--- config.mk ---
export PLATFORM = sky130hd
export DESIGN_NAME = miller_decoder_flat
export DESIGN_NICKNAME = d
export VERILOG_FILES = /design/src/rtl/miller_decoder_if.sv /design/src/rtl/miller_decoder.sv /design/src/flat_wrapper.sv
export SDC_FILE = /design/constraint.sdc
export NUM_CORES = 1
export LEC_CHECK = 0
export CORE_MARGIN = 4
export CORE_UTILIZATION = 48
export DETAILED_ROUTE_END_ITERATION = 6
export HOLD_SLACK_MARGIN = 0.05
export PLACE_DENSITY = 0.7
export SLEW_MARGIN = 25
export SYNTH_ARGS = -nofsm -noshare
export SYNTH_HDL_FRONTEND = slang
export SYNTH_SLANG_ARGS = --single-unit
--- constraint.sdc ---
create_clock -name in_clk -period 5 [get_ports in_clk]
set_clock_uncertainty 0.05 [all_clocks]
set_input_delay 0.5 -clock in_clk [delete_from_list [all_inputs] [get_ports in_clk]]
set_output_delay 0.5 -clock in_clk [all_outputs]
set_load 0.005 [all_outputs]
--- src/rtl/miller_decoder_if.sv ---
// Decoder-side bundle: SoF enable and pause level in, decoded bytes and frame status out.
// Latency: none, wires only.
// Backpressure: none; every output is a one-clock strobe that the consumer must take.
interface miller_decoder_if;
    logic       in_enable;
    logic       in_pause;
    logic [7:0] out_data;
    logic [3:0] out_bit_cnt;
    logic       out_data_valid;
    logic       out_parity_err;
    logic       out_eof;
    logic       out_code_err;
    logic       out_busy;

    // Upstream side (SoF detector / pause detector) and downstream consumer.
    modport master (
        output in_enable,
        output in_pause,
        input  out_data,
        input  out_bit_cnt,
        input  out_data_valid,
        input  out_parity_err,
        input  out_eof,
        input  out_code_err,
        input  out_busy
    );

    // The decoder itself.
    modport slave (
        input  in_enable,
        input  in_pause,
        output out_data,
        output out_bit_cnt,
        output out_data_valid,
        output out_parity_err,
        output out_eof,
        output out_code_err,
        output out_busy
    );
endinterface

--- src/rtl/miller_decoder.sv ---
// Modified-Miller (106 kb/s) symbol/bit decoder with LSB-first byte assembly, odd parity and EoF detect.
// Latency: strobes are registered and appear the clock after the ETU end that decides them.
// Backpressure: none; data/eof/code-error are one-clock strobes with no stall path.
module miller_decoder #(
    parameter int ETU_CLKS  = 32,
    parameter int PHASE_W   = 5,
    parameter int HALF      = 16,
    parameter int SOF_PHASE = 16
) (
    input  logic               in_clk,
    input  logic               in_PoR,
    miller_decoder_if.slave    bus
);

    typedef enum logic [1:0] {
        IDLE = 2'd0,
        RUN  = 2'd1,
        DONE = 2'd2
    } state_t;

    localparam logic [PHASE_W-1:0] PH_LAST  = PHASE_W'(ETU_CLKS - 1);
    localparam logic [PHASE_W-1:0] PH_HALF  = PHASE_W'(HALF);
    localparam logic [PHASE_W-1:0] PH_SOF   = PHASE_W'(SOF_PHASE);
    // The clock carrying a pause edge is itself phase 0 (or HALF), so the
    // register takes the phase that follows it.
    localparam logic [PHASE_W-1:0] PH_SYNC1 = PHASE_W'(1);
    localparam logic [PHASE_W-1:0] PH_SYNC2 = PHASE_W'(HALF + 1);

    state_t               state_q, state_d;
    logic [PHASE_W-1:0]   phase_q, phase_d;
    logic [3:0]           bit_idx_q, bit_idx_d;
    logic [7:0]           shreg_q, shreg_d;
    logic                 prev_bit_q, prev_bit_d;
    logic                 flag_first_q, flag_first_d;
    logic                 flag_second_q, flag_second_d;
    logic                 sof_skip_q, sof_skip_d;
    logic                 pause_q;

    logic [7:0]           data_q, data_d;
    logic [3:0]           cnt_q, cnt_d;
    logic                 valid_q, valid_d;
    logic                 perr_q, perr_d;
    logic                 eof_q, eof_d;
    logic                 cerr_q, cerr_d;

    logic                 pause_edge;
    logic                 hit_first;
    logic                 hit_second;
    logic                 f1;
    logic                 f2;
    logic                 dec_have;
    logic                 dec_bit;

    assign pause_edge = bus.in_pause & ~pause_q;
    assign hit_first  = pause_edge & (phase_q <  PH_HALF);
    assign hit_second = pause_edge & (phase_q >= PH_HALF);
    // Flags as seen at the decision clock, including an edge on that clock.
    assign f1         = flag_first_q  | hit_first;
    assign f2         = flag_second_q | hit_second;

    assign bus.out_data       = data_q;
    assign bus.out_bit_cnt    = cnt_q;
    assign bus.out_data_valid = valid_q;
    assign bus.out_parity_err = perr_q;
    assign bus.out_eof        = eof_q;
    assign bus.out_code_err   = cerr_q;
    assign bus.out_busy       = (state_q == RUN);

    // Next-state, ETU timing, symbol decision and bit assembly.
    always_comb begin
        state_d       = state_q;
        phase_d       = phase_q;
        bit_idx_d     = bit_idx_q;
        shreg_d       = shreg_q;
        prev_bit_d    = prev_bit_q;
        flag_first_d  = flag_first_q;
        flag_second_d = flag_second_q;
        sof_skip_d    = sof_skip_q;
        data_d        = '0;
        cnt_d         = '0;
        valid_d       = 1'b0;
        perr_d        = 1'b0;
        eof_d         = 1'b0;
        cerr_d        = 1'b0;
        dec_have      = 1'b0;
        dec_bit       = 1'b0;

        case (state_q)
            IDLE: begin
                if (bus.in_enable) begin
                    phase_d       = PH_SOF;
                    prev_bit_d    = 1'b0;
                    bit_idx_d     = '0;
                    shreg_d       = '0;
                    flag_first_d  = 1'b0;
                    flag_second_d = 1'b0;
                    sof_skip_d    = 1'b1;
                    state_d       = RUN;
                end
            end

            RUN: begin
                if (!bus.in_enable) begin
                    // Frame abandoned upstream: drop partial data silently.
                    state_d = IDLE;
                end else begin
                    flag_first_d  = f1;
                    flag_second_d = f2;
                    if (pause_edge) begin
                        phase_d = hit_first ? PH_SYNC1 : PH_SYNC2;
                    end else if (phase_q == PH_LAST) begin
                        phase_d = '0;
                    end else begin
                        phase_d = phase_q + PHASE_W'(1);
                    end

                    if (phase_q == PH_LAST) begin
                        flag_first_d  = 1'b0;
                        flag_second_d = 1'b0;
                        if (sof_skip_q) begin
                            // This ETU end only closes the SoF symbol.
                            sof_skip_d = 1'b0;
                        end else if (f1 && f2) begin
                            cerr_d  = 1'b1;
                            eof_d   = 1'b1;
                            state_d = DONE;
                        end else if (f2) begin
                            dec_have = 1'b1;
                            dec_bit  = 1'b1;
                        end else if (f1 || prev_bit_q) begin
                            // Z, or Y following a one: both decode as zero.
                            dec_have = 1'b1;
                            dec_bit  = 1'b0;
                        end else begin
                            // Y after a zero ends the frame; flush any residual bits.
                            valid_d = (bit_idx_q != 4'd0);
                            data_d  = shreg_q;
                            cnt_d   = bit_idx_q;
                            eof_d   = 1'b1;
                            state_d = DONE;
                        end

                        if (dec_have) begin
                            prev_bit_d = dec_bit;
                            if (bit_idx_q == 4'd8) begin
                                valid_d   = 1'b1;
                                data_d    = shreg_q;
                                cnt_d     = 4'd8;
                                perr_d    = ~(^shreg_q ^ dec_bit);
                                bit_idx_d = '0;
                                shreg_d   = '0;
                            end else begin
                                shreg_d[bit_idx_q[2:0]] = dec_bit;
                                bit_idx_d = bit_idx_q + 4'd1;
                            end
                        end
                    end
                end
            end

            DONE: begin
                if (!bus.in_enable) begin
                    state_d = IDLE;
                end
            end

            default: state_d = IDLE;
        endcase
    end

    // State and output registers, all updated on the falling edge of the fc/4 clock.
    always_ff @(negedge in_clk or negedge in_PoR) begin
        if (!in_PoR) begin
            state_q       <= IDLE;
            phase_q       <= '0;
            bit_idx_q     <= '0;
            shreg_q       <= '0;
            prev_bit_q    <= 1'b0;
            flag_first_q  <= 1'b0;
            flag_second_q <= 1'b0;
            sof_skip_q    <= 1'b0;
            pause_q       <= 1'b0;
            data_q        <= '0;
            cnt_q         <= '0;
            valid_q       <= 1'b0;
            perr_q        <= 1'b0;
            eof_q         <= 1'b0;
            cerr_q        <= 1'b0;
        end else begin
            state_q       <= state_d;
            phase_q       <= phase_d;
            bit_idx_q     <= bit_idx_d;
            shreg_q       <= shreg_d;
            prev_bit_q    <= prev_bit_d;
            flag_first_q  <= flag_first_d;
            flag_second_q <= flag_second_d;
            sof_skip_q    <= sof_skip_d;
            pause_q       <= bus.in_pause;
            data_q        <= data_d;
            cnt_q         <= cnt_d;
            valid_q       <= valid_d;
            perr_q        <= perr_d;
            eof_q         <= eof_d;
            cerr_q        <= cerr_d;
        end
    end

endmodule

--- src/flat_wrapper.sv ---
// flat-port wrapper written by rule: the top's interface ports become plain ports
module miller_decoder_flat 
#(
    parameter int ETU_CLKS  = 32,
    parameter int PHASE_W   = 5,
    parameter int HALF      = 16,
    parameter int SOF_PHASE = 16
)
  (in_clk, in_PoR, bus_in_enable, bus_in_pause, bus_out_data, bus_out_bit_cnt, bus_out_data_valid, bus_out_parity_err, bus_out_eof, bus_out_code_err, bus_out_busy);
  miller_decoder_if bus_i ();
  input  logic in_clk;
  input  logic in_PoR;
  input wire logic [$bits(bus_i.in_enable)-1:0] bus_in_enable;
  input wire logic [$bits(bus_i.in_pause)-1:0] bus_in_pause;
  output wire logic [$bits(bus_i.out_data)-1:0] bus_out_data;
  output wire logic [$bits(bus_i.out_bit_cnt)-1:0] bus_out_bit_cnt;
  output wire logic [$bits(bus_i.out_data_valid)-1:0] bus_out_data_valid;
  output wire logic [$bits(bus_i.out_parity_err)-1:0] bus_out_parity_err;
  output wire logic [$bits(bus_i.out_eof)-1:0] bus_out_eof;
  output wire logic [$bits(bus_i.out_code_err)-1:0] bus_out_code_err;
  output wire logic [$bits(bus_i.out_busy)-1:0] bus_out_busy;
  assign bus_i.in_enable = bus_in_enable;
  assign bus_i.in_pause = bus_in_pause;
  assign bus_out_data = bus_i.out_data;
  assign bus_out_bit_cnt = bus_i.out_bit_cnt;
  assign bus_out_data_valid = bus_i.out_data_valid;
  assign bus_out_parity_err = bus_i.out_parity_err;
  assign bus_out_eof = bus_i.out_eof;
  assign bus_out_code_err = bus_i.out_code_err;
  assign bus_out_busy = bus_i.out_busy;
  miller_decoder #(.ETU_CLKS(ETU_CLKS), .PHASE_W(PHASE_W), .HALF(HALF), .SOF_PHASE(SOF_PHASE)) u_core (.in_clk(in_clk), .in_PoR(in_PoR), .bus(bus_i));
endmodule
== After elaboration in Yosys (flattened, before gate mapping) ==
Cells that the tools add are included.
Widths: inputs -> output; s select.

* Add/sub/neg operators: 2
* $lt $le $gt $ge: 4
* Equal/unequal tests: 13
* Muxes and demuxes: 102
* Bitwise gates (word level): 8
* Reductions and logical operators: 11

{| class="wikitable"
|+ Operators by type and width
! kind !! count
|-
| $mux 8 || 14
|-
| $mux 4 || 14
|-
| $mux 1 || 51
|-
| $mux 5 || 5
|-
| $mux 2 || 8
|-
| $pmux 8 s2 || 1
|-
| $pmux 5 s2 || 1
|-
| $bwmux 8 || 1
|-
| $pmux 1 s2 || 4
|-
| $pmux 4 s2 || 1
|-
| $reduce_xor 8->1 || 1
|-
| $ne 2x2->1 const B || 3
|-
| $pmux 2 s3 || 1
|-
| $reduce_and 6->1 || 1
|-
| $add 5x1->5 const B || 1
|-
| $eq 5x5->1 const B || 1
|-
| $ge 5x5->1 const B || 1
|-
| $lt 5x5->1 const B || 1
|-
| $reduce_and 5->1 || 1
|-
| $add 4x1->4 const B || 1
|-
| $eq 4x4->1 const B || 1
|-
| $lt 3x4->1 const B || 1
|-
| $ne 2x1->1 const B || 2
|-
| $ne 4x3->1 const B || 1
|-
| 18 further kinds || 23
|}

* Register bits after elaboration: 40
* Input bits: 4

== Depth between registers and ports, before layout ==
Gate-level depths: netlist (run 1).

* Depth in word-level cells: 17
* Depth in mapped cells: 8
* Mapped depth without buffers: 8

==> summary.md, run 1 <==
| Metric | Value |
|---|---|
| Unrepaired setup endpoints after global routing | false |
| Critical Path, Cell by Cell | and2b_1, clkdlybuf4s50_1 |
| Die H | 71.4 um |
| Post-synth EDFFs | 0 |
| Syn. warnings | 0 |
| Final Max Tran Viols | 0 |
| Seq pwr share | 51.6% |
| CP max-delay cell | clkdlybuf4s50_1 |
| Avg WL per Cell | 14.7 um |
| Post-synth net total | 193 |
| Worst setup EP type | output pin |
| Internal power | 512 uW |
| Pre-CTS setup slack | 0.0657 ns |
| Max stage delay on crit path | 0.58 ns |
| Postcts setup bufs | 0 |
| Post-route design area | 0.00229 mm^2 |
| Die footprint | 0.00510 mm^2 |
| Worst Reg-to-Reg Cells | 8 |
| Starting Density | 51.2% |
| Post-Syn Instances | 185 |
| Sw Pwr | 165 uW |
| Post_cts resized | 0 |
| Asr flop ratio synth | 100% |
| Commonest register cell after synthesis | dfrtn_1 |
| Largest net degree at the start of global routing | 41 |
| CP bufs+invs | 1 |
| Top cell family by delay on the critical path | buffers and inverters |
| CP Class | flip-flop to output pin |
| First DRT Iteration DRCs | 60 |
| Relative slew slack | 42.5% |
| Drt first pass iters | 4 |
| First-pass GRT wire length | 6.69 mm |
| Reg clk slew, reported paths | 0.05 ns |
| CTS max path bufs | 2 |
| R2R setup slack | 2.79 ns |
| Reg-to-reg startpoint | u_core.phase_q[0] |
| Reg2reg end | u_core.shreg_q[7] |
| Final Hold Violating Endpoints | 0 |
| CTS tree | built |
| Worst slew pin tran | 0.863 ns |
| CTS buffer count | 5 |
| Pwr Density | 296 mW/mm^2 |
| Vias in the first global route | 1,473 |
| Initial antenna violation count | 0 |
| Clk Latency, worst-skew pair | 0.29 ns |
| GPL Wtd Cong | 0.854 |
| Mapped cell area | 0.00193 mm^2 |
| Share of cells above drive strength 1 | 10.4% |
| Dpl hpwl | 2.81 mm |
| Critical Path Stages | 2 |
| H-tree depth | 2 |
| Routed WL | 3.81 mm |
| Post-placement cell area | 0.00218 mm^2 |
| Clock power share | 37.5% |
| Final core utilization | 60.7% |
| Critical path peak fanout | 11 |
| Worst Hold Class | flip-flop to flip-flop |
| Final ANT Viol Nets | 0 |
| Vias/cell | 5.65 |
| FF+latch count, synth | 40 |
| Total track usage | 16.5% |
| # rows | 22 |
| Top Ports | 21 |
| Placed instance count | 252 |
| Critical path endpoint | bus_out_busy |
| Static Leak | 0.000968 uW |
| WP data required | 4.45 ns |
| Die width | 71.4 um |
| Clock sinks | 40 |
| Final setup fails | 0 |
| Setup TNS | 0 ns |
| Root Driver | clkbuf_8 |
| Vias | 1,469 |
| # fillers | 309 |
| Arrival time at the worst endpoint | 4.25 ns |
| Grt ovf | 0 |
| Hold Buf Count CTS | 0 |
| Outcome | finished, final reports clean |
| Sequential cell area fraction in the yosys report | 51.8% |
| Avg Synthesized Cell Area | 10.4 um^2 |
| Fin cells | 260 |
| Cell variety after synth | 41 |
| Combinational share of power | 10.9% |
| DRC errors left | 0 |
| Worst Setup SP | u_core.state_q[0] |
| NumNets Final | 219 |
| Setup ws final | 0.200 ns |
| Placeable Area | 0.00377 mm^2 |
| Antenna cells | 0 |
| MaxCap Viol Count | 0 |
| CP Launch Type | flip-flop |
| Input/output buffers | 20 |
| Switching Fraction | 24.3% |
| Max VDD drop | 0.177 mV |
| Area grow syn2layout | 18.5% |
[power groups by stage]
| stage | sequential, uW | clock [uW] | combinational (uW) |
|---|---|---|---|
| after floorplan | 349 | 0 | 55.6 |
| after global placement | 355 | 0 | 72.2 |
| after detailed placement | 355 | 0 | 73.6 |
| after CTS | 349 | 262 | 74.0 |
| after global routing | 352 | 281 | 83.8 |
| final | 350 | 254 | 73.5 |
[how the worst min path moves through the flow]
stage / startpoint / end / cells after the start
after floorplan: u_core.state_q[0] / u_core.state_q[0] / 1
after global placement: u_core.phase_q[1] / u_core.phase_q[1] / 2
after detailed placement: u_core.phase_q[1] / u_core.phase_q[1] / 2
after CTS: u_core.phase_q[1] / u_core.phase_q[1] / 2
after global routing: u_core.shreg_q[1] / u_core.bus.out_data[1] / 1
final: u_core.shreg_q[0] / u_core.bus.out_data[0] / 1
[flip-flops by register name, indices dropped and copies added, names as in the netlist]
register and flops:
u_core.state_q 2, u_core.phase_q 5, u_core.flag_first_q 1, u_core.bus.out_bit_cnt 4, u_core.pause_q 1, u_core.bus.out_parity_err 1, u_core.bus.out_eof 1, u_core.bus.out_data_valid 1
u_core.bit_idx_q 4, u_core.prev_bit_q 1, u_core.bus.out_code_err 1, u_core.flag_second_q 1, u_core.shreg_q 8, u_core.sof_skip_q 1, u_core.bus.out_data 8
[per-layer routing]
layer	part of all wire (%)	vias up	track usage (%)	routed length [um]
li1	-	718	-	-
met2	50	39	27.8	1920
met4	1.9	0	6.68	71
met5	0	-	0	0
met1	43	704	19.7	1620
met3	5.2	8	4.91	199
[kinds of logic after synthesis]
group	count (synthesis)	share of synthesized area, %
and+or+nand+nor	76	21.4
AOI/OAI and AO/OA	44	16.5
DFF	40	51.8
buffers and inverters	11	2.98
xor gates and xnor gates	8	3.63
adders and majority gates	4	2.59
muxes	2	1.10
[cells in the mapped netlist, types with 2 or more instances]
cell type,number,area (um^2)
dfrtn_1,40,1000
nand2_1,11,41.3
nor2b_1,3,18.8
buf_6,2,22.5
a21boi_0,2,15.0
nand2b_1,4,25.0
xnor2_1,8,70.1
nand3_1,12,60.1
a22o_1,3,26.3
or3_1,2,12.5
nor4_1,4,25.0
nor3_1,6,30.0
nand4_1,4,25.0
and3_1,2,12.5
o31ai_1,2,15.0
a31oi_1,3,18.8
inv_1,6,22.5
o21ai_0,13,65.1
ha_1,4,50.1
nor2_1,13,48.8
a21oi_1,12,60.1
and2_1,9,56.3
clkbuf_1,2,7.51
[cells in the final DEF (no fill, tap or decap), types with 8 or more instances in the layout]
master            n
and2_1            9
a21oi_1          12
dfrtn_1          40
clkdlybuf4s50_1  19
nor2_1           13
xnor2_1           8
o21ai_0          13
nand2_1          11
nand3_1          12
[layout make-up]
cell class	count	area, um^2	share of cell area, %
inverter	6	22.5	0.984
clock inverter	2	35.0	1.53
multi-input combinational	134	873	38.1
sequential	40	1000	43.7
clock buffer	6	72.6	3.17
timing repair buffer	24	225	9.84
tap	48	60.1	2.62
[metrics by stage]
step,total power (uW),hold WS (ns)
global placement,427,0.408
CTS,685,0.423
floorplan,405,0.366
finish,677,0.418
detailed placement,429,0.423
global route,716,0.447
No activity file was read; power rests on OpenSTA's default activity.
==> run 2, diff against run 1 <==
==> constraint.sdc (replaced) <==
create_clock -name in_clk -period 5.09 [get_ports in_clk]
set_clock_uncertainty 0.05 [all_clocks]
set_input_delay 0.509 -clock in_clk [delete_from_list [all_inputs] [get_ports in_clk]]
set_output_delay 0.509 -clock in_clk [all_outputs]
set_load 0.01 [all_outputs]
==> summary.md, run 2 (synthesis results as in run 1) <==
| Metric | Value |
|---|---|
| Seq pwr share | 53.8% (was 51.6%) |
| Reg clk slew, reported paths | 0.05 ns (about the same) |
| WP data required | 4.53 ns (was 4.45 ns) |
| Worst slew pin tran | 0.856 ns (was 0.863 ns) |
| MaxCap Viol Count | 0 (unchanged) |
| CTS tree | built (unchanged) |
| Final setup fails | 0 (unchanged) |
| Post_cts resized | 0 (unchanged) |
| Die footprint | 0.00510 mm^2 (unchanged) |
| Worst Reg-to-Reg Cells | 8 (unchanged) |
| NumNets Final | 219 (unchanged) |
| Share of cells above drive strength 1 | 10.4% (about the same) |
| Area grow syn2layout | 17.9% (was 18.5%) |
| Worst setup EP type | output pin (unchanged) |
| Static Leak | 0.000964 uW (was 0.000968 uW) |
| Input/output buffers | 20 (unchanged) |
| Worst Hold Class | flip-flop to flip-flop (unchanged) |
| Starting Density | 51.2% (unchanged) |
| CTS buffer count | 5 (unchanged) |
| Grt ovf | 0 (unchanged) |
| Drt first pass iters | 4 (unchanged) |
| Reg2reg end | u_core.shreg_q[7] (unchanged) |
| Sw Pwr | 160 uW (was 165 uW) |
| Largest net degree at the start of global routing | 41 (unchanged) |
| Combinational share of power | 11.5% (was 10.9%) |
| H-tree depth | 2 (unchanged) |
| Most common cell after layout, fill and taps aside | dfrtn_1 (unchanged) |
| Pwr Density | 280 mW/mm^2 (was 296 mW/mm^2) |
| CP Launch Type | flip-flop (unchanged) |
| Sequential Area | 0.00100 mm^2 (unchanged) |
| Vias/cell | 5.82 (was 5.65) |
| Dpl hpwl | 2.86 mm (was 2.81 mm) |
| Outcome | finished, final reports clean (unchanged) |
| Max VDD drop | 0.191 mV (was 0.177 mV) |
| Post-Route M1 WL | 1.69 mm (was 1.62 mm) |
| Internal power | 479 uW (was 512 uW) |
| DRC errors left | 0 (unchanged) |
| Worst Hold Depth | 1 (unchanged) |
| Setup TNS | 0 ns (unchanged) |
| Hold Buf Count CTS | 0 (unchanged) |
| Die H | 71.4 um (unchanged) |
| Antenna cells | 0 (unchanged) |
| Unrepaired setup endpoints after global routing | false (unchanged) |
| Clock power share | 34.7% (was 37.5%) |
| Final ANT Viol Nets | 0 (unchanged) |
| Avg WL per Cell | 14.8 um (was 14.7 um) |
| Relative slew slack | 42.9% (was 42.5%) |
| Vias | 1,507 (was 1,469) |
| First DRT Iteration DRCs | 58 (was 60) |
| Clk Latency, worst-skew pair | 0.29 ns (about the same) |
| Root Driver | clkbuf_8 (unchanged) |
| GPL Wtd Cong | 0.858 (was 0.854) |
| CTS max path bufs | 2 (unchanged) |
| Die width | 71.4 um (unchanged) |
| Initial antenna violation count | 0 (unchanged) |
| Postcts setup bufs | 0 (unchanged) |
| Clock sinks | 40 (unchanged) |
| PnR Total Power | 639 uW (was 677 uW) |
| Area occupied by multi-input gates | 873 um^2 (unchanged) |
| Top Ports | 21 (unchanged) |
| # rows | 22 (unchanged) |
| # fillers | 314 (was 309) |
| Final Hold Violating Endpoints | 0 (unchanged) |
| Switching Fraction | 25.1% (was 24.3%) |
| Highest routed layer | met4 (unchanged) |
| R2R setup slack | 2.80 ns (was 2.79 ns) |
| Placeable Area | 0.00377 mm^2 (unchanged) |
| Reg-to-reg startpoint | u_core.phase_q[0] (unchanged) |
| Total track usage | 16.8% (was 16.5%) |
| Vias in the first global route | 1,492 (was 1,473) |
| CP Class | flip-flop to output pin (unchanged) |
| Worst Setup SP | u_core.state_q[0] (unchanged) |
| WHS Endpoint | u_core.bus.out_data[2] (was u_core.bus.out_data[0]) |
| Hold path startpoint | u_core.shreg_q[2] (was u_core.shreg_q[0]) |
| Critical path peak fanout | 11 (unchanged) |
| Most frequent cells in the layout | 40 x dfrtn_1, 19 x clkdlybuf4s50_1, 13 x nor2_1, 13 x o21ai_0 (unchanged) |
| First-pass GRT wire length | 6.80 mm (was 6.69 mm) |
| Met3 wire length | 171 um (was 199 um) |
| Met2 WL | 1.88 mm (was 1.92 mm) |
| Routed WL | 3.85 mm (was 3.81 mm) |
| Arrival time at the worst endpoint | 4.33 ns (was 4.25 ns) |
| Final Max Tran Viols | 0 (unchanged) |
[run 2: worst max-delay path by stage]
stage / endpoint / depth (start not counted)
after floorplan: u_core.bit_idx_q[0] / 5
after global placement: u_core.bus.out_data_valid / 7
after detailed placement: u_core.bus.out_data_valid / 7
after CTS: bus_out_busy / 2
after global routing: bus_out_busy / 2
final: bus_out_busy / 2
[run 2: through the flow]
| step | util, % | area [um^2] | hold slack [ns] | cells | setup slack, ns |
|---|---|---|---|---|---|
| floorplan | - | 1930 | 0.366 | 185 | 0.674 |
| global placement | 57.9 | 2180 | 0.408 | 252 | 0.168 |
| detailed placement | 57.9 | 2180 | 0.420 | 252 | 0.117 |
| CTS | 60.4 | 2280 | 0.425 | 259 | 0.195 |
| global route | 60.4 | 2280 | 0.440 | 259 | 0.0894 |
| finish | 60.4 | 2280 | 0.422 | 259 | 0.197 |
[run 2: worst max-delay path, stage by stage, from the launching register on]
cell,delay (ns)
dfrtn_1,0.48
and2b_1,0.40
clkdlybuf4s50_1,0.62
[run 2: layout make-up]
cell class / count / area share, %
multi-input combinational: 134 / 38.3
sequential: 40 / 43.9
tap: 48 / 2.64
timing repair buffer: 24 / 9.88
inverter: 6 / 0.988
clock buffer: 7 / 4.23
[run 2: power by group through the flow]
stage | Combinational [uW] | Sequential [uW] | Clock [uW]
after floorplan | 54.8 | 343 | 0
after global placement | 71.0 | 349 | 0
after detailed placement | 73.3 | 349 | 0
after CTS | 73.9 | 343 | 228
after global routing | 82.2 | 345 | 244
final | 73.1 | 344 | 222
[run 2: per-layer routing]
metal / up-vias / global-route usage, %
li1: 718 / -
met1: 739 / 20.6
met2: 39 / 27.3
met3: 11 / 3.37
met4: 0 / 9.39
met5: - / 0
==> variant 1 (flow settings as in run 1) <==
`PHASE_W` is set to 5 in 2 places; all go to 10.
--- a/src/rtl/miller_decoder.sv
+++ b/src/rtl/miller_decoder.sv
@@ -5,3 +5,3 @@
     parameter int ETU_CLKS  = 32,
-    parameter int PHASE_W   = 5,
+    parameter int PHASE_W   = 10,
     parameter int HALF      = 16,
--- a/src/flat_wrapper.sv
+++ b/src/flat_wrapper.sv
@@ -4,3 +4,3 @@
     parameter int ETU_CLKS  = 32,
-    parameter int PHASE_W   = 5,
+    parameter int PHASE_W   = 10,
     parameter int HALF      = 16,
Formal check against the unedited RTL: same outputs for any inputs over 10 cycles, from zero or initial values; that may be too few to reach the edited logic, so the function may still have changed.
==> variant 1 against run 1 <==
  * Synthesized area rose by 19%
  * Synthesized cell count rose by 26%
  * Sequential cell count rose by 5
  * Global-route usage rose by 1.6 points
  * Cell count rose by 21%
  * Wire length rose by 32%
  * Core utilization fell by 0.72 points
  * Setup slack improved by 150 ps
  * Combinational power fell by 13%
  * Final area rose by 18%
  * Total power barely moved
  * Critical path type is now in -> reg
  * Largest cell class unchanged
  * Largest power group unchanged
  * Highest routed layer unchanged
==> variant 1: results (changes against run 1) <==
* GR met3 Demand/Resource at 0.04567 (-0.003421)
* WP data required at 2600 ps (-1850 ps)
* Leakage power total at 1.147 nW (+18%)
* Commonest cells post-synth: dfrtn_1, o21ai_0, nand2_1, nor2_1, nand4_1
* Layout cells sized above 1 at 0.1183 (+0.01455)
* Worst setup path startpoint: bus_in_pause
* Transition time of the tightest slew-check pin at 577.6 ps (-285.4 ps)
* Post-synthesis sequential area ratio at 0.4886 (-0.02954)
* Leading cell types by total area after synthesis: dfrtn_1, o21ai_0, nand2_1, xnor2_1, nand4_1
* Logic depth of the worst register-to-register path at 6 (-2)
* Total of fill cells in the finished design at 389 (+26%)
* Nets in the synthesized netlist at 241 (+25%)
* Global routing met2 resource utilization at 0.2504 (-0.02712)
* Slowest cell delay on critical path at 510 ps (-70 ps)
* Final weighted congestion of routability-driven global placement at 0.8269 (-3.2%)
* Met1 layer usage reported by global route at 0.2703 (+0.07284)
* Routed wire length at 5.023 mm (+32%)
* Overall Global Routing Usage at 0.1810 (+0.01582)
* Startpoint of the lowest-slack hold path: u_core.prev_bit_q
* Capture endpoint of the worst hold path: u_core.prev_bit_q
* Largest fanout of any net on the critical path at 6 (-5)
* Half-perimeter wire length of the detailed placement result at 3.688 mm (+31%)
* Endpoint of the most critical setup path: u_core.shreg_q[4]
* R2R Path Start: u_core.phase_q[7]
* Status: finished clean
* Unique cell type count in the Yosys netlist at 47 (+15%)
* Flop2flop setup slack at 2610 ps (-180 ps)
* Slowest stage cell, crit path: or4_1
* Family of cells with the greatest summed delay on the critical path: simple AND/OR/NAND/NOR gates
* Capture point of the worst reg-to-reg path: u_core.bit_idx_q[2]
[variant 1: changes by cell type after synthesis, sizes merged, moves of 3 or more]
cell           run 1  this run
nand4              4        11
a21oi             14         5
nand3             12         7
dfrtn             40        45
a22o               3         0
o31ai              2         6
clkbuf             2         9
o221ai             0         3
o211ai             0         3
o21ai             13        28
nand2             11        19
[variant 1: kinds of logic (layout without fill, tap and decap cells)]
group,count (synthesis),after routing,share of synthesized area
XOR/XNOR,8,8,0.03040
adder cells (fa/ha/maj),4,4,0.02172
flip-flops,45,45,0.4886
AND/OR/NAND/NOR,93,93,0.2226
AO/OA/AOI/OAI,63,63,0.1992
buffers and inverters,20,49,0.03746
[variant 1: routing by layer]
layer  vias up  part of all wire
li1        910                 -
met1       890              0.48
met2        70              0.43
met3         6             0.081
met4         0             0.014
met5         -                 0
[variant 1: cell type report]
class / instances / area [um^2] / share of cell area
Clock buffer: 6 / 82.58 / 0.03056
Clock inverter: 2 / 13.76 / 0.005093
Inverter: 8 / 30.03 / 0.01111
Multi-Input combinational cell: 168 / 1092 / 0.4042
Sequential cell: 45 / 1126 / 0.4167
Tap cell: 52 / 65.06 / 0.02407
Timing Repair Buffer: 33 / 292.8 / 0.1083
[variant 1: power breakdown]
| part | total, mW | internal, mW | switching (mW) |
|---|---|---|---|
| sequential | 0.379 | 0.372 | 0.00692 |
| combinational | 0.0637 | 0.0247 | 0.0390 |
| clock | 0.235 | 0.112 | 0.123 |
[variant 1: metrics by stage]
step           std cells  hold WS [ps]
3_5_place_dp         306         389.8
6_report             314         382.6
3_3_place_gp         306         384.8
2_1_floorplan        233         354.7
4_1_cts              314         390.1
5_1_grt              314         421.3
